File: src/rtl/ram_burst_reader.sv
// Burst read master for the 1024x16 simple-dual-port RAMs.
// Streams a command's words out over valid/ready through a 2-entry buffer.
module ram_burst_reader #(
    parameter int ADDR_W = 10,
    parameter int DATA_W = 16,
    parameter int LEN_W  = 11
) (
    input  logic              Clk,
    input  logic              Rst_n,
    input  logic              CMD_Valid,
    output logic              CMD_Ready,
    input  logic [ADDR_W-1:0] CMD_Addr,
    input  logic [LEN_W-1:0]  CMD_Len,
    output logic [ADDR_W-1:0] RA,
    output logic              RClk_En,
    input  logic [DATA_W-1:0] RD,
    output logic              OUT_Valid,
    input  logic              OUT_Ready,
    output logic [DATA_W-1:0] OUT_Data,
    output logic              OUT_Last,
    output logic              Busy,
    output logic              Done
);

    typedef enum logic [1:0] {
        IDLE,
        RUN,
        DRAIN
    } state_t;

    localparam logic [LEN_W-1:0] DEPTH = LEN_W'(2 ** ADDR_W);
    localparam logic [LEN_W-1:0] ONE   = LEN_W'(1);

    state_t state_q, state_d;

    logic [ADDR_W-1:0]         addr_q;
    logic [LEN_W-1:0]          rem_q;
    logic                      inflight_q;
    logic                      infl_last_q;
    logic                      zdone_q;
    logic [1:0][DATA_W-1:0]    buf_data;
    logic [1:0]                buf_last;
    logic [1:0]                occ_q;
    logic                      head_q;

    logic [LEN_W-1:0] len_eff;
    logic             accept;
    logic             pop;
    logic             issue;
    logic             fin;
    logic             wr_idx;

    assign len_eff   = (CMD_Len > DEPTH) ? DEPTH : CMD_Len;
    assign OUT_Valid = (occ_q != 2'd0);
    assign OUT_Data  = buf_data[head_q];
    assign OUT_Last  = OUT_Valid & buf_last[head_q];
    assign pop       = OUT_Valid & OUT_Ready;
    assign accept    = (state_q == IDLE) & CMD_Valid;
    assign RA        = addr_q;
    // Tail slot sits one past the head when a word is already buffered.
    assign wr_idx    = head_q ^ occ_q[0];
    assign fin       = (state_q == DRAIN) & ~inflight_q & (occ_q == 2'd0);

    // Outstanding words after this cycle must never exceed two.
    assign issue = (state_q == RUN) && (rem_q != '0) &&
                   (({1'b0, occ_q} + {2'b00, inflight_q}) <
                    (3'd2 + {2'b00, pop}));

    always_comb begin
        state_d   = state_q;
        CMD_Ready = 1'b0;
        Busy      = 1'b0;
        RClk_En   = 1'b0;
        Done      = zdone_q;
        unique case (state_q)
            IDLE: begin
                CMD_Ready = 1'b1;
                if (accept && len_eff != '0) state_d = RUN;
            end
            RUN: begin
                Busy    = 1'b1;
                RClk_En = issue;
                if (issue && rem_q == ONE) state_d = DRAIN;
            end
            DRAIN: begin
                Busy = 1'b1;
                if (fin) begin
                    Done    = 1'b1;
                    state_d = IDLE;
                end
            end
            default: state_d = IDLE;
        endcase
    end

    always_ff @(posedge Clk or negedge Rst_n) begin
        if (!Rst_n) begin
            state_q <= IDLE;
        end else begin
            state_q <= state_d;
        end
    end

    always_ff @(posedge Clk or negedge Rst_n) begin
        if (!Rst_n) begin
            addr_q      <= '0;
            rem_q       <= '0;
            inflight_q  <= 1'b0;
            infl_last_q <= 1'b0;
            zdone_q     <= 1'b0;
        end else begin
            if (accept) begin
                addr_q <= CMD_Addr;
                rem_q  <= len_eff;
            end else if (issue) begin
                addr_q <= addr_q + 1'b1;
                rem_q  <= rem_q - ONE;
            end
            inflight_q  <= issue;
            infl_last_q <= issue && (rem_q == ONE);
            zdone_q     <= accept && (len_eff == '0);
        end
    end

    always_ff @(posedge Clk or negedge Rst_n) begin
        if (!Rst_n) begin
            buf_data <= '0;
            buf_last <= '0;
            occ_q    <= 2'd0;
            head_q   <= 1'b0;
        end else begin
            if (inflight_q) begin
                buf_data[wr_idx] <= RD;
                buf_last[wr_idx] <= infl_last_q;
            end
            if (pop) head_q <= ~head_q;
            unique case ({inflight_q, pop})
                2'b10:   occ_q <= occ_q + 2'd1;
                2'b01:   occ_q <= occ_q - 2'd1;
                default: occ_q <= occ_q;
            endcase
        end
    end

endmodule
File: config.mk
export PLATFORM = sky130hd
export DESIGN_NAME = ram_burst_reader
export DESIGN_NICKNAME = d
export VERILOG_FILES = /design/src/rtl/ram_burst_reader.sv
export SDC_FILE = /design/constraint.sdc
export NUM_CORES = 1
export LEC_CHECK = 0
export ABC_CLOCK_PERIOD_IN_PS = 2220
export BUFFER_PORTS_ARGS = -buffer_cell sky130_fd_sc_hd__buf_2
export CAP_MARGIN = 0
export CORE_MARGIN = 1
export CORE_UTILIZATION = 40
export DETAILED_ROUTE_END_ITERATION = 10
export MAX_ROUTING_LAYER = met4
export SLEW_MARGIN = 20
export SYNTH_ARGS = -nofsm -noshare
export SYNTH_HDL_FRONTEND = slang
export SYNTH_SLANG_ARGS = --single-unit
File: constraint.sdc
create_clock -name Clk -period 2.22 [get_ports Clk]
set_clock_uncertainty 0.05 [all_clocks]
set_input_delay 0.444 -clock Clk [delete_from_list [all_inputs] [get_ports Clk]]
set_output_delay 0.444 -clock Clk [all_outputs]
set_load 0.005 [all_outputs]
==> flow_summary.yaml, run 1 <==
status:
  status: "finished clean"
power:
  p_per_area_nw_per_um2: 1470
  p_leak_nw: 1.86
  fin_total_pwr_mw: 6.11
  ir_worst_vdd_mv: 0.532
critical_path:
  cp-end-kind: "output port"
  rr_worst_depth: 5
  cp_slowest_cell: "dfrtp_2"
  cpMostUsedCell: "nand3_4"
  crit_buf_inv: 2
  crit_chain: "nor4_4 -> nand3_4 -> nand3_4 -> inv_1 -> buf_2"
  critical_path_class: "reg -> out"
  worst_setup_path_start_kind: "flop"
  path_max_fanout: 9
  crit_cells: 5
  path_delay_family: "simple AND/OR/NAND/NOR gates"
  slowest_delay_ns: 0.45
  cp.required_ns: 1.73
  cp.arrival_ns: 1.68
global_routing:
  grt_pass1_wl_um: 12300
  overflow: 0
  grt_max_degree: 26
  first_global_vias: 2616
  antenna_found_initial: 0
  grtUsageTotal_pct: 19.0
timing:
  max-slew-margin-rel_pct: 58.4
  worstMarginPinSlew_ns: 0.618
  hold_viol_final: 0
  timing.final.crit_period_ns: 2.18
  fmax_ghz: 0.459
  fin_crit_sh_pct: 98.1
  slew_viol_final: 0
  finalSetupViolations: 0
  holdWs_ns: 0.0521
hold_path:
  min_path_type: "in -> async"
layout:
  area_delta_synth_final_pct: 23.6
  antenna_cells: 0
  drive_above_1_share_pct: 44.2
  final_common_cell: "buf_2"
  nNetsFinal: 437
  layout_common_cells: "buf_2, dfrtp_1, mux2_2, nand2_1"
  instances_no_fill: 496
logic_synthesis:
  synth_seq_cells: 63
  yosys_most_used_dff: "dfrtp_1"
  netlist_instances: 298
  synth_edf_count: 0
  yosysSeqAreaShare_pct: 46.9
  synth.top_cell.area_share_pct: 46.9
  syn_nets: 349
  syn_area_per_cell_um2: 11.3
  ys_top_cells_by_area: "dfrtp_1, mux2_2, ha_1"
  synth_warnings: 0
  syn_area_um2: 3360
  async_flop_share_pct: 100
  yosysUniqueCellTypes: 46
  yosysTopAreaCell: "dfrtp_1"
placement:
  place_inst: 476
  gp_congestion: 0.872
  port_buffers: 72
  dp_hpwl_um: 5590
drt:
  first_pass_iters: 5
  wl_met3_um: 440
  met1_length_um: 3340
  wire_per_inst_um: 15.3
  drc: 0
  wirelength_um: 7590
  viasPerCell: 5.25
  top_layer: "met4"
  vias: 2604
  ant_nets: 0
  drt_iter0_drc: 69
  route.met2.wl_um: 3720
floorplanning:
  core.rowCount: 33
  io_pins: 73
  start_util_pct: 41.1
  dieArea_um2: 8770
  core-area_um2: 8180
  die_x_um: 93.6
  fp.dieH_um: 93.6
clock_network:
  worstSkewPairLatency_ns: 0.34
  clk_root_buffer_cell: "clkbuf_8"
  clock_sinks: 63
  cts_made_buffers: 9
  cts_buffer_depth: 2
  tritoncts: "built"
  clk_pin_slew_ns: 0.07
  htreeDepth: 3
flow_run:
  drv_cap: 0
==> logic make-up after synthesis <==
logic type | count (synthesis) | synth area share, %
flops | 63 | 46.9
mux | 51 | 17.1
xor+xnor | 19 | 4.95
compound gates | 41 | 8.23
simple gates | 88 | 15.8
fa+ha+maj | 10 | 3.72
buf+inv | 26 | 3.31
==> layout make-up <==
type,count,area [um^2]
repair buffers,90,508
fillers,748,4020
multi-input cells,209,1700
inverters,13,48.8
flip-flops and latches,63,1580
clock inverters,6,61.3
well taps,105,131
clock buffers,10,128
==> repair_timing <==
action | 4_1_cts | 5_1_grt
gates resized for setup | 3 | 5
pin swaps | 2 | 2
hold buffers | 0 | 0
buffers inserted | 2 | 2
setup endpoints to repair | 1 | 11
gates cloned | 0 | 0
==> state kept, by name, indices dropped and copies added (netlist names) <==
signal       flops
occ_q            2
inflight_q       1
RA              10
zdone_q          1
head_q           1
buf_last         2
rem_q           11
buf_data        32
state_q          2
infl_last_q      1
==> synthesized netlist by cell type, drive strengths merged, types with 3 or more instances <==
cell type,number
mux2,50
ha,10
and2,3
o21ai,14
nand3,13
and3,3
dfrtp,63
nor2,17
nand4,8
xnor2,9
a31oi,5
nor4,9
nand2,18
clkbuf,6
a21oi,12
buf,7
nor3,4
inv,12
xor2,10
==> per-stage QoR <==
step	setup WS, ns	util (%)	area, um^2	TNS [ns]
6_report	0.0420	50.8	4150	0
5_1_grt	-0.0275	50.8	4150	-0.0275
4_1_cts	0.0326	50.4	4120	0
3_5_place_dp	0.170	47.8	3910	0
3_3_place_gp	0.217	47.8	3910	0
2_1_floorplan	0.219	-	3360	0
==> layer usage <==
layer	up-vias	global-route usage (%)
met2	91	31.9
met5	-	-
met1	1261	22.4
met4	0	4.49
li1	1242	-
met3	10	5.53
==> where the power goes <==
part,internal (mW),switching [mW],leakage (nW)
logic,1.59,1.41,1.01
clock network,0.515,0.457,0.0960
registers,1.70,0.441,0.752
total,3.80,2.31,1.86
==> worst paths after layout <==
check / endpoint / slack, ns / startpoint
max reg2reg: rem_q[7] / 0.19 / rem_q[2]
min: buf_data[7] / 0.05 / Rst_n
min reg2reg: buf_data[8] / 0.45 / buf_data[8]
min in group Clk: RA[6] / 0.26 / CMD_Addr[6]
max in group asynchronous: buf_data[31] / 1.42 / Rst_n
max: RClk_En / 0.04 / rem_q[8]
Power figures use the tool's default switching activity.
==> run 2: changes to the inputs <==
--- a/config.mk
+++ b/config.mk
@@ -5,13 +5,13 @@
 export SDC_FILE = /design/constraint.sdc
 export NUM_CORES = 1
 export LEC_CHECK = 0
-export ABC_CLOCK_PERIOD_IN_PS = 2220
 export BUFFER_PORTS_ARGS = -buffer_cell sky130_fd_sc_hd__buf_2
 export CAP_MARGIN = 0
 export CORE_MARGIN = 1
-export CORE_UTILIZATION = 40
+export CORE_UTILIZATION = 50
 export DETAILED_ROUTE_END_ITERATION = 10
 export MAX_ROUTING_LAYER = met4
+export PLACE_DENSITY = 0.74
 export SLEW_MARGIN = 20
 export SYNTH_ARGS = -nofsm -noshare
 export SYNTH_HDL_FRONTEND = slang
==> run 2 against run 1 <==
Compared with the run above: the run now ends with DRC left; highest routed layer unchanged; core utilization up 13 points; count of clock-buffer cells in the layout increased by 1; register-to-register slack lost 0.07 ns; largest power group unchanged; die area decreased by 20%; critical path type unchanged; non-clock buffer count is the same; via count grew 0.19%; total power down 2.5%; cell area fell by 1.9%; maximum frequency up 2.9%; critical endpoint unchanged; sequential share of layout area is 0.66 points higher; first-iteration DRC count grew 68%; global-route usage is 3.7 points higher.
==> flow_summary.yaml, run 2 (synthesis results as in run 1) <==
critical_path:
  critical_path_class: "reg -> out"
  crit_start: "inflight_q"
  worst_setup_path_start_kind: "flop"
  cp-end-kind: "output port"
  path_max_fanout: 3
  cp.required_ns: 1.73
  r2r_start: "inflight_q"
  cp.arrival_ns: 1.62
clock_network:
  worstSkewPairLatency_ns: 0.34
  cts_buffer_depth: 2
  cts_made_buffers: 9
  hold_buffers: 0
  tritoncts: "built"
  htreeDepth: 3
  clk_pin_slew_ns: 0.07
  clk_root_buffer_cell: "clkbuf_8"
  clock_sinks: 63
layout:
  instances_no_fill: 467
  area_delta_synth_final_pct: 21.3
  largest_reg_flops: 32
  drive_above_1_share_pct: 43.1
  top_register: "buf_data"
  fin_area_um2: 4080
  regArea_um2: 1580
  nNetsFinal: 437
  postLayoutCoreUtil_pct: 63.5
  antenna_cells: 0
  final_common_cell: "buf_2"
  fillers: 544
  layout_common_cells: "buf_2, dfrtp_1, mux2_2, nand2_1"
  multi_input_area_um2: 1680
global_routing:
  overflow: 0
  antenna_found_initial: 0
  grt_max_degree: 43
  first_global_vias: 2600
  grt_pass1_wl_um: 12200
  grtUsageTotal_pct: 22.7
floorplanning:
  die_x_um: 84.0
  io_pins: 73
  dieArea_um2: 7050
  core-area_um2: 6420
  core.rowCount: 29
  fp.dieH_um: 84.0
  start_util_pct: 52.3
power:
  p_per_area_nw_per_um2: 1460
  p_leak_nw: 1.85
  ir_worst_vdd_mv: 0.623
hold_path:
  min_path_type: "in -> async"
timing:
  worstMarginPinSlew_ns: 0.513
  rsz0062_at_grt: "no"
  fin_crit_sh_pct: 95.3
  fin_tns_setup_ns: 0
  slew_viol_final: 0
  timing.final.crit_period_ns: 2.12
  holdWs_ns: 0.0204
  finalSetupViolations: 0
  max-slew-margin-rel_pct: 65.8
  fmax_ghz: 0.472
  hold_viol_final: 0
flow_run:
  drv_cap: 0
placement:
  port_buffers: 72
  gp_congestion: 0.937
  place_inst: 448
  placed_area_um2: 3870
  dp_hpwl_um: 5010
drt:
  viasPerCell: 5.59
  wirelength_um: 7040
  ant_nets: 0
  vias: 2609
  wire_per_inst_um: 15.1
  first_pass_iters: 7
  drc: 9
  drt_iter0_drc: 116
status:
  status: "complete, but fails checks"
  violations: "DRC"
==> run 2: cell count changes in the layout (fill, tap and decap cells not counted) <==
cell	delta
ha_1	+2
dfrtp_1	+2
ha_2	-1
bufinv_16	-1
dfrtp_2	-2
clkbuf_8	+1
ha_4	-1
clkinv_4	-1
==> run 2: worst paths after layout <==
kind / cells past startpoint / slack, ns / endpoint
max in group asynchronous: 2 / 1.49 / RA[0]
worst min-delay path: 1 / 0.02 / buf_data[4]
worst min register to register: 1 / 0.45 / buf_data[10]
min in group Clk: 3 / 0.26 / RA[8]
worst max register to register: 7 / 0.12 / RA[9]
worst max-delay path: 6 / 0.10 / RClk_En
==> run 2: cell type report <==
class,count,area share [%]
Clock buffer,11,3.47
Clock inverter,4,0.552
Timing Repair Buffer,90,12.5
Inverter,13,1.20
Multi-Input combinational cell,209,41.3
Sequential cell,63,38.7
Tap cell,77,2.36
==> run 2: per-layer routing <==
| layer | share of wire (%) | GRT usage (%) |
|---|---|---|
| met1 | 46 | 30.0 |
| met2 | 46 | 34.9 |
| met3 | 5.8 | 5.74 |
| met4 | 1.4 | 6.11 |
| met5 | 0 | - |
==> run 2: worst max-delay path, stage by stage, from the launching register on <==
cell and delay, ns:
dfrtp_1 0.40, ha_1 0.20, ha_1 0.19, and2b_2 0.25
nand3_4 0.09, inv_1 0.05, buf_2 0.10
==> run 2: power by group <==
group          internal [mW]  switching (mW)  total, mW
logic                   1.58            1.41       2.99
registers               1.69           0.415       2.11
clock network          0.424           0.433      0.857
total                   3.69            2.26       5.95
==> run 2: stage by stage <==
step / setup WS, ns / power (mW)
3_3_place_gp: 0.223 / 4.95
5_1_grt: 0.0155 / 6.44
4_1_cts: 0.0546 / 5.99
2_1_floorplan: 0.219 / 4.09
3_5_place_dp: 0.165 / 5.04
6_report: 0.103 / 5.95
==> run 2: timing repair <==
action | in CTS | in global routing
buffers inserted | 3 | 1
hold endpoints to repair | 0 | 0
setup endpoints to repair | 1 | 1
pin swaps | 2 | 0
resized for setup | 2 | 2
